==> config.mk <==
export PLATFORM = sky130hd
export DESIGN_NAME = alu_share_arb_flat
export DESIGN_NICKNAME = d
export VERILOG_FILES = /design/src/rtl/alu_share_arb_if.sv /design/src/rtl/alu_share_arb.sv /design/src/flat_wrapper.sv
export SDC_FILE = /design/constraint.sdc
export NUM_CORES = 1
export LEC_CHECK = 0
export CAP_MARGIN = 20
export CORE_ASPECT_RATIO = 0.9
export CORE_MARGIN = 2
export CORE_UTILIZATION = 34
export CTS_CLUSTER_SIZE = 20
export DETAILED_ROUTE_END_ITERATION = 16
export PLACE_DENSITY_LB_ADDON = 0.05
export RECOVER_POWER = 25
export SYNTH_ARGS = -nofsm -noshare
export SYNTH_HDL_FRONTEND = slang
export SYNTH_SLANG_ARGS = --single-unit
==> constraint.sdc <==
create_clock -name clk -period 2 [get_ports clk]
set_clock_uncertainty 0.2 [all_clocks]
set_input_delay 0.3 -clock clk [delete_from_list [all_inputs] [get_ports clk]]
set_output_delay 0.3 -clock clk [all_outputs]
set_load 0.05 [all_outputs]
==> src/rtl/alu_share_arb_if.sv <==
// Bundle of requester, response and shared-ALU signals for alu_share_arb.
// master: the environment (requesters, response sinks, ALU); slave: the arbiter.
interface alu_share_arb_if #(
   parameter int unsigned XLEN = 32
);
   // requester 0 / 1 operation channels
   logic            req0_valid;
   logic            req0_ready;
   logic [3:0]      req0_ctrl;
   logic [XLEN-1:0] req0_a;
   logic [XLEN-1:0] req0_b;
   logic            req1_valid;
   logic            req1_ready;
   logic [3:0]      req1_ctrl;
   logic [XLEN-1:0] req1_a;
   logic [XLEN-1:0] req1_b;

   // shared combinational ALU
   logic [XLEN-1:0] alu_a;
   logic [XLEN-1:0] alu_b;
   logic [3:0]      alu_ctrl;
   logic [XLEN-1:0] alu_result;

   // response channels
   logic            rsp0_valid;
   logic            rsp0_ready;
   logic [XLEN-1:0] rsp0_data;
   logic            rsp1_valid;
   logic            rsp1_ready;
   logic [XLEN-1:0] rsp1_data;

   modport master (
      output req0_valid, req0_ctrl, req0_a, req0_b,
      input  req0_ready,
      output req1_valid, req1_ctrl, req1_a, req1_b,
      input  req1_ready,
      input  alu_a, alu_b, alu_ctrl,
      output alu_result,
      input  rsp0_valid, rsp0_data,
      output rsp0_ready,
      input  rsp1_valid, rsp1_data,
      output rsp1_ready
   );

   modport slave (
      input  req0_valid, req0_ctrl, req0_a, req0_b,
      output req0_ready,
      input  req1_valid, req1_ctrl, req1_a, req1_b,
      output req1_ready,
      output alu_a, alu_b, alu_ctrl,
      input  alu_result,
      output rsp0_valid, rsp0_data,
      input  rsp0_ready,
      output rsp1_valid, rsp1_data,
      input  rsp1_ready
   );
endinterface

==> src/rtl/alu_share_arb.sv <==
// Round-robin arbiter/sequencer sharing one combinational ALU between two
// requesters. One operation in flight: IDLE (grant) -> EXEC (1 cycle) -> RESP.
module alu_share_arb #(
   parameter int unsigned XLEN = 32
) (
   input  logic                 clk,
   input  logic                 rst,
   alu_share_arb_if.slave       bus
);

   localparam logic [3:0] CTRL_AND  = 4'b0000;
   localparam logic [3:0] CTRL_OR   = 4'b0001;
   localparam logic [3:0] CTRL_ADD  = 4'b0010;
   localparam logic [3:0] CTRL_SUB  = 4'b0110;
   localparam logic [3:0] CTRL_SLTU = 4'b0111;

   typedef enum logic [1:0] {
      IDLE = 2'd0,
      EXEC = 2'd1,
      RESP = 2'd2
   } state_t;

   state_t          state;
   state_t          state_nxt;

   // arbitration
   logic            rr;          // requester favoured on contention (0 = req0)
   logic            gnt_valid;
   logic            gnt_id;
   logic            owner;       // requester owning the in-flight operation

   // selected request payload
   logic [3:0]      sel_ctrl;
   logic [XLEN-1:0] sel_a;
   logic [XLEN-1:0] sel_b;

   // registered outputs
   logic [XLEN-1:0] alu_a_q;
   logic [XLEN-1:0] alu_b_q;
   logic [3:0]      alu_ctrl_q;
   logic            rsp0_valid_q;
   logic            rsp1_valid_q;
   logic [XLEN-1:0] rsp0_data_q;
   logic [XLEN-1:0] rsp1_data_q;

   logic            rsp_ack;

   // Unknown control codes fall back to ADD.
   function automatic logic [3:0] sanitise(input logic [3:0] c);
      case (c)
         CTRL_AND, CTRL_OR, CTRL_ADD, CTRL_SUB, CTRL_SLTU: sanitise = c;
         default:                                         sanitise = CTRL_ADD;
      endcase
   endfunction

   // Grant selection: single requester wins outright, contention goes to rr.
   always_comb begin
      gnt_valid = 1'b0;
      gnt_id    = 1'b0;
      if (state == IDLE && !rst) begin
         case ({bus.req1_valid, bus.req0_valid})
            2'b01: begin
               gnt_valid = 1'b1;
               gnt_id    = 1'b0;
            end
            2'b10: begin
               gnt_valid = 1'b1;
               gnt_id    = 1'b1;
            end
            2'b11: begin
               gnt_valid = 1'b1;
               gnt_id    = rr;
            end
            default: begin
               gnt_valid = 1'b0;
               gnt_id    = 1'b0;
            end
         endcase
      end
   end

   // Payload mux for the granted requester.
   always_comb begin
      sel_ctrl = bus.req0_ctrl;
      sel_a    = bus.req0_a;
      sel_b    = bus.req0_b;
      if (gnt_id) begin
         sel_ctrl = bus.req1_ctrl;
         sel_a    = bus.req1_a;
         sel_b    = bus.req1_b;
      end
   end

   // Response handshake for the current owner.
   assign rsp_ack = owner ? (rsp1_valid_q & bus.rsp1_ready)
                          : (rsp0_valid_q & bus.rsp0_ready);

   // State register.
   always_ff @(posedge clk) begin
      if (rst) state <= IDLE;
      else     state <= state_nxt;
   end

   // Next-state logic.
   always_comb begin
      state_nxt = state;
      case (state)
         IDLE:    if (gnt_valid) state_nxt = EXEC;
         EXEC:    state_nxt = RESP;
         RESP:    if (rsp_ack) state_nxt = IDLE;
         default: state_nxt = IDLE;
      endcase
   end

   // Operand latch, rr pointer, result capture and response valids.
   always_ff @(posedge clk) begin
      if (rst) begin
         rr           <= 1'b0;
         owner        <= 1'b0;
         alu_a_q      <= '0;
         alu_b_q      <= '0;
         alu_ctrl_q   <= CTRL_ADD;
         rsp0_valid_q <= 1'b0;
         rsp1_valid_q <= 1'b0;
         rsp0_data_q  <= '0;
         rsp1_data_q  <= '0;
      end else begin
         // handshake: the ALU operand registers double as the operation latch
         if (gnt_valid) begin
            alu_a_q    <= sel_a;
            alu_b_q    <= sel_b;
            alu_ctrl_q <= sanitise(sel_ctrl);
            owner      <= gnt_id;
            rr         <= ~gnt_id;
         end
         // single execute cycle: capture result, park the ALU inputs
         if (state == EXEC) begin
            alu_a_q    <= '0;
            alu_b_q    <= '0;
            alu_ctrl_q <= CTRL_ADD;
            if (owner) begin
               rsp1_data_q  <= bus.alu_result;
               rsp1_valid_q <= 1'b1;
            end else begin
               rsp0_data_q  <= bus.alu_result;
               rsp0_valid_q <= 1'b1;
            end
         end
         // response consumed
         if (state == RESP && rsp_ack) begin
            if (owner) rsp1_valid_q <= 1'b0;
            else       rsp0_valid_q <= 1'b0;
         end
      end
   end

   assign bus.req0_ready = gnt_valid & ~gnt_id;
   assign bus.req1_ready = gnt_valid &  gnt_id;
   assign bus.alu_a      = alu_a_q;
   assign bus.alu_b      = alu_b_q;
   assign bus.alu_ctrl   = alu_ctrl_q;
   assign bus.rsp0_valid = rsp0_valid_q;
   assign bus.rsp0_data  = rsp0_data_q;
   assign bus.rsp1_valid = rsp1_valid_q;
   assign bus.rsp1_data  = rsp1_data_q;

endmodule

==> src/flat_wrapper.sv <==
// flat-port wrapper written by rule: the top's interface ports become plain ports
module alu_share_arb_flat 
#(
   parameter int unsigned XLEN = 32
)
  (clk, rst, bus_req0_valid, bus_req0_ctrl, bus_req0_a, bus_req0_b, bus_req0_ready, bus_req1_valid, bus_req1_ctrl, bus_req1_a, bus_req1_b, bus_req1_ready, bus_alu_a, bus_alu_b, bus_alu_ctrl, bus_alu_result, bus_rsp0_valid, bus_rsp0_data, bus_rsp0_ready, bus_rsp1_valid, bus_rsp1_data, bus_rsp1_ready);
  alu_share_arb_if #(.XLEN(XLEN)) bus_i ();
  input  logic clk;
  input  logic rst;
  input wire logic [$bits(bus_i.req0_valid)-1:0] bus_req0_valid;
  input wire logic [$bits(bus_i.req0_ctrl)-1:0] bus_req0_ctrl;
  input wire logic [$bits(bus_i.req0_a)-1:0] bus_req0_a;
  input wire logic [$bits(bus_i.req0_b)-1:0] bus_req0_b;
  output wire logic [$bits(bus_i.req0_ready)-1:0] bus_req0_ready;
  input wire logic [$bits(bus_i.req1_valid)-1:0] bus_req1_valid;
  input wire logic [$bits(bus_i.req1_ctrl)-1:0] bus_req1_ctrl;
  input wire logic [$bits(bus_i.req1_a)-1:0] bus_req1_a;
  input wire logic [$bits(bus_i.req1_b)-1:0] bus_req1_b;
  output wire logic [$bits(bus_i.req1_ready)-1:0] bus_req1_ready;
  output wire logic [$bits(bus_i.alu_a)-1:0] bus_alu_a;
  output wire logic [$bits(bus_i.alu_b)-1:0] bus_alu_b;
  output wire logic [$bits(bus_i.alu_ctrl)-1:0] bus_alu_ctrl;
  input wire logic [$bits(bus_i.alu_result)-1:0] bus_alu_result;
  output wire logic [$bits(bus_i.rsp0_valid)-1:0] bus_rsp0_valid;
  output wire logic [$bits(bus_i.rsp0_data)-1:0] bus_rsp0_data;
  input wire logic [$bits(bus_i.rsp0_ready)-1:0] bus_rsp0_ready;
  output wire logic [$bits(bus_i.rsp1_valid)-1:0] bus_rsp1_valid;
  output wire logic [$bits(bus_i.rsp1_data)-1:0] bus_rsp1_data;
  input wire logic [$bits(bus_i.rsp1_ready)-1:0] bus_rsp1_ready;
  assign bus_i.req0_valid = bus_req0_valid;
  assign bus_i.req0_ctrl = bus_req0_ctrl;
  assign bus_i.req0_a = bus_req0_a;
  assign bus_i.req0_b = bus_req0_b;
  assign bus_req0_ready = bus_i.req0_ready;
  assign bus_i.req1_valid = bus_req1_valid;
  assign bus_i.req1_ctrl = bus_req1_ctrl;
  assign bus_i.req1_a = bus_req1_a;
  assign bus_i.req1_b = bus_req1_b;
  assign bus_req1_ready = bus_i.req1_ready;
  assign bus_alu_a = bus_i.alu_a;
  assign bus_alu_b = bus_i.alu_b;
  assign bus_alu_ctrl = bus_i.alu_ctrl;
  assign bus_i.alu_result = bus_alu_result;
  assign bus_rsp0_valid = bus_i.rsp0_valid;
  assign bus_rsp0_data = bus_i.rsp0_data;
  assign bus_i.rsp0_ready = bus_rsp0_ready;
  assign bus_rsp1_valid = bus_i.rsp1_valid;
  assign bus_rsp1_data = bus_i.rsp1_data;
  assign bus_i.rsp1_ready = bus_rsp1_ready;
  alu_share_arb #(.XLEN(XLEN)) u_core (.clk(clk), .rst(rst), .bus(bus_i));
endmodule
Word-level counts from Yosys, hierarchy flattened
Index checks and enable logic that the tools add are counted.
Word-level totals
  bits of input ports: 174
  output and inout port bits: 136
  register bits after elaboration: 138
  logic and storage cells: 58
Cells by class
  muxes and demuxes: 20
  eq/ne operators: 11
  bitwise operators: 6
  reduce and logical (&&, ||, !) cells: 11
Operators with widths (count)
  two-way mux 32 bit: 2
  two-way mux 1 bit: 12
  == test 4 x 3 -> 1 bit, second input constant: 2
  two-way mux 4 bit: 2
  == test 2 bit, second input constant: 3
  one-hot mux 2 bit (3 select lines): 1
  AND reduction 2 bit: 3
  OR reduction 5 bit: 1
  bitwise AND 1 bit: 4
  == test 2 x 1 -> 1 bit, second input constant: 2
  == test 4 x 1 -> 1 bit, second input constant: 1
  == test 4 x 2 -> 1 bit, second input constant: 1
  logical NOT 4 bit: 1
  two-way mux 2 bit: 2
  != test 2 x 1 -> 1 bit, second input constant: 2
  OR reduction 3 bit: 1
  logical AND 1 bit: 2
  logical NOT 2 bit: 1
  NOT 1 bit: 2
  one-hot mux 1 bit (2 select lines): 1
  OR reduction 2 bit: 1
  logical NOT 1 bit: 1

Depth between registers and ports, before layout
  depth after elaboration: 7
  mapped depth: 8
  gate-level depth less buffers: 5

Worst setup path after synthesis
Ideal clock, no wire load.
  kind: input -> output
  from: input rst
  to: output bus_req0_ready
  arrival: 1.736 ns
  cell stages on the path: 8
  slack: -0.236 ns
  cells stage by stage: buf_2 -> or3_4 -> or2_1 -> clkbuf_1 -> clkinv_2 -> buf_4 -> nand2_1 -> inv_1
On the way
  longest elaborated chain between the ends: 5
  elaborated cells between the ends (all ways): 6
  classes of those cells: 2 x mux; 2 x bitwise; 2 x reduce/logical
Ends and longest elaborated chain
  from (decl): line flat_wrapper.sv:9  | input logic rst;
  logical NOT 1 bit (*): line alu_share_arb.sv:60  | if (state == IDLE && !rst) begin
  logical AND 1 bit (*): line alu_share_arb.sv:60
  two-way mux 1 bit: line alu_share_arb.sv:60
  NOT 1 bit: line alu_share_arb.sv:157  | assign bus.req0_ready = gnt_valid & ~gnt_id;
  bitwise AND 1 bit (*): line alu_share_arb.sv:157
  to (decl): line flat_wrapper.sv:14  | output wire logic [$bits(bus_i.req0_ready)-1:0] bus_req0_ready;
Every way passes the cells marked *; elsewhere a longest branch is shown, timed or not.

Worst setup path in the final report
  from: register u_core.state[0]
  to: output bus_req0_ready
On the way
  longest elaborated chain between the ends: 5
  elaborated cells between the ends (all ways): 6
  classes of those cells: 2 x mux; 2 x bitwise; 2 x reduce/logical
Ends and longest elaborated chain
  from (decl): line alu_share_arb.sv:23  | state_t state;
  from (signal assigned): line alu_share_arb.sv:101  | else state <= state_nxt;
  logical NOT 2 bit (*): line alu_share_arb.sv:60
  logical AND 1 bit (*): line alu_share_arb.sv:60
  two-way mux 1 bit: line alu_share_arb.sv:60
  NOT 1 bit: line alu_share_arb.sv:157
  bitwise AND 1 bit (*): line alu_share_arb.sv:157
Marks and branches as above.

==> results_dict.tcl <==
set metrics [dict create \
    detailed_place_hpwl_mm 13.7 \
    grt_pass1_vias 5876 \
    dr.first_iter.drc_count 322 \
    cts_tree "yes" \
    worst_pin_slew_ns 0.736 \
    pre_cts_slack_ns -0.295 \
    crit_path_max_fanout 2 \
    layout-drive-gt1-share_pct 11.7 \
    cp-end-kind "output pin" \
    r2r_cells 7 \
    violations "negative setup slack" \
    syn_to_final_growth_pct 68.9 \
    r2r-end "u_core.bus.alu_b[20]" \
    fillCellCount 1403 \
    placement.io_buffers 309 \
    worst_slack_ns -0.186 \
    yosysWarnings 0 \
    synth.top_cell.area_share_pct 51.2 \
    num_vias 5868 \
    synth_common_cells "nand2_1, dfxtp_1, a21oi_1" \
    vdd.ir_drop.worst_mv 0.629 \
    rsz0062_at_grt "yes" \
    min_period_ns 2.19 \
    whs_path_depth 2 \
    via_per_inst 5.07 \
    multi_input_area_sq_um 2350 \
    wl_mm 19.5 \
    crit-reg2reg-launch "u_core.state[0]" \
    slew_viol_final 0 \
    ant_nets 0 \
    yosysMostFrequentCell "nand2_1" \
    ys_dominant_reg_cell "dfxtp_1" \
    antenna_found_initial 0 \
    n_antenna_cell 0 \
    whs_ns 0.248 \
    seq_area_frac_synth_pct 51.2 \
    clk_pin_slew_worst_paths_ns 0.06 \
    drc 0 \
    hold_path_class "reg -> reg" \
    seq_area_sq_um 2760 \
    syn_area_sq_um 5390 \
    post_synth_num_cell_types 34 \
    stdcell_area_sq_um 9110 \
    die_w_microns 137 \
    wl_per_cell_microns 16.8 \
    grt.overflow.total 0 \
    synth.top_cells.by_area "dfxtp_1, nand2_1, a21oi_1" \
    whs_endpoint "u_core.bus.rsp0_data[16]" \
    finalCoreUtilization_pct 59.0 \
    clock-sinks 138 \
    startpoint_type "flip-flop" \
    cts_root_buf "clkbuf_16" \
    start_util_pct 34.9 \
    status "complete, but fails checks" \
    cts_htree_levels 4 \
    num_io_pins 310 \
    globalplace.congestion 0.769 \
    drv_cap 0 \
    cts_buffer_depth 2 \
    die_y_microns 123 \
    nets 1117 \
    slew_headroom_pct 50.9 \
    grt_pass1_wl_mm 29.5 \
    place_area_sq_um 8650 \
    ys_async_sr_fraction_pct 0 \
    setup_viol 2 \
    fp.dieArea_sq_um 16900 \
    clock_latency_ns 0.42 \
    synth.net_count 811 \
    grtUsageTotal_pct 22.5 \
    grt_max_degree 71 \
    p_leak_nw 3.47 \
    synth_edf_count 0 \
    dr.pass1.iters 5 \
    fmax_mhz 457 \
    rows 43 \
    cp.arrival_ns 1.69 \
    syn_avg_cell_area_sq_um 8.47 \
    power_density_nw_per_um2 881 \
    core_area_sq_um 15400 \
    numCtsBuffers 17 \
    yosysTopAreaCell "dfxtp_1" \
    syn_inst 637 \
    hold_viol 0 \
    ys_seq_elements 138 \
    r2r_slack_ns 0.01 \
    critical_path_class "reg -> out" \
    crit_required_ns 1.50 \
    fin_crit_sh_pct 109 \
    hp-start "u_core.bus.rsp0_data[16]" \
]
sequential cells by signal, summed over array words and instances, names as in the netlist, named ones only:
register	count
u_core.bus.alu_a	32
u_core.bus.alu_b	32
u_core.bus.alu_ctrl	4
u_core.bus.rsp0_data	32
u_core.bus.rsp1_data	32
u_core.owner	1
u_core.rr	1
u_core.state	2
stage by stage:
stage	instances	setup TNS (ns)	total power, mW
3_5_place_dp	1120	-9.12	4.91
6_report	1158	-0.267	8.03
5_1_grt	1158	-1.40	8.37
3_3_place_gp	1120	-8.36	4.88
4_1_cts	1155	-0.392	8.14
2_1_floorplan	637	-0.0783	4.06
placed cells by master, fill, tap and decap left out, drive strengths merged:
cell type	instances
nand2	199
clkdlybuf4s50	171
dfxtp	138
a21oi	134
clkbuf	76
dlygate4sd2	68
o221ai	64
buf	50
inv	6
nand2b	5
clkinvlp	5
clkinv	5
o21ai	4
nor2	4
bufinv	3
nand4b	2
or3	2
nor2b	2
nor3	2
a311oi	2
or2	1
and2	1
nor3b	1
a31o	1
mux2	1
a31oi	1
xnor2	1
xor2	1
or4b	1
a221oi	1
a211oi	1
nand3	1
o2111ai	1
dlymetal6s2s	1
critical path: stages (launching register included):
cell,delay [ns]
dfxtp_2,0.32
or3_4,0.38
or2_4,0.26
clkinv_4,0.06
nand2_4,0.04
clkinvlp_4,0.08
buf_12,0.13
logic make-up after synthesis:
logic type / synth area share, %
flip-flops: 51.2
AND/OR/NAND/NOR: 16.6
XOR/XNOR: 0.325
buffers and inverters: 5.71
multiplexers: 0.209
AO/OA/AOI/OAI: 25.9
per-layer routing:
metal	track usage [%]	share of wire [%]	wire [microns]
met1	24.5	39	7590
met2	39.1	49	9530
met3	8.73	9.7	1890
met4	9.64	2.3	457
met5	0	0	0
where the power goes:
| part | internal [mW] | total, mW | switching [mW] |
|---|---|---|---|
| combinational | 0.697 | 1.81 | 1.11 |
| clock | 2.05 | 3.23 | 1.18 |
| sequential | 2.91 | 2.99 | 0.0800 |
| total | 5.66 | 8.03 | 2.37 |
what timing repair did:
item                       in CTS  in global routing
pin swaps                       3                  3
hold buffers                    0                  0
buffers inserted                3                  1
gates cloned                    0                  2
resized for setup              73                  7
setup endpoints to repair      70                 52
worst max-delay path by stage:
stage,slack [ns],endpoint,cells after the start,from
global route,-0.24,bus_req0_ready,6,u_core.state[0]
detailed placement,-0.29,u_core.bus.alu_ctrl[0],5,bus_req0_valid
global placement,-0.28,u_core.bus.alu_ctrl[0],5,bus_req0_valid
finish,-0.19,bus_req0_ready,6,u_core.state[0]
floorplan,-0.08,bus_req0_ready,8,rst
CTS,-0.24,bus_req0_ready,6,u_core.state[0]
final cells by class:
| cell class | instances | area share, % |
|---|---|---|
| clock buffer | 21 | 5.16 |
| clock inverter | 11 | 1.58 |
| inverter | 8 | 0.426 |
| multi-input combinational | 433 | 25.8 |
| sequential | 138 | 30.3 |
| tap | 202 | 2.77 |
| timing repair buffer | 345 | 33.9 |
No activity file was read; power rests on OpenSTA's default activity.
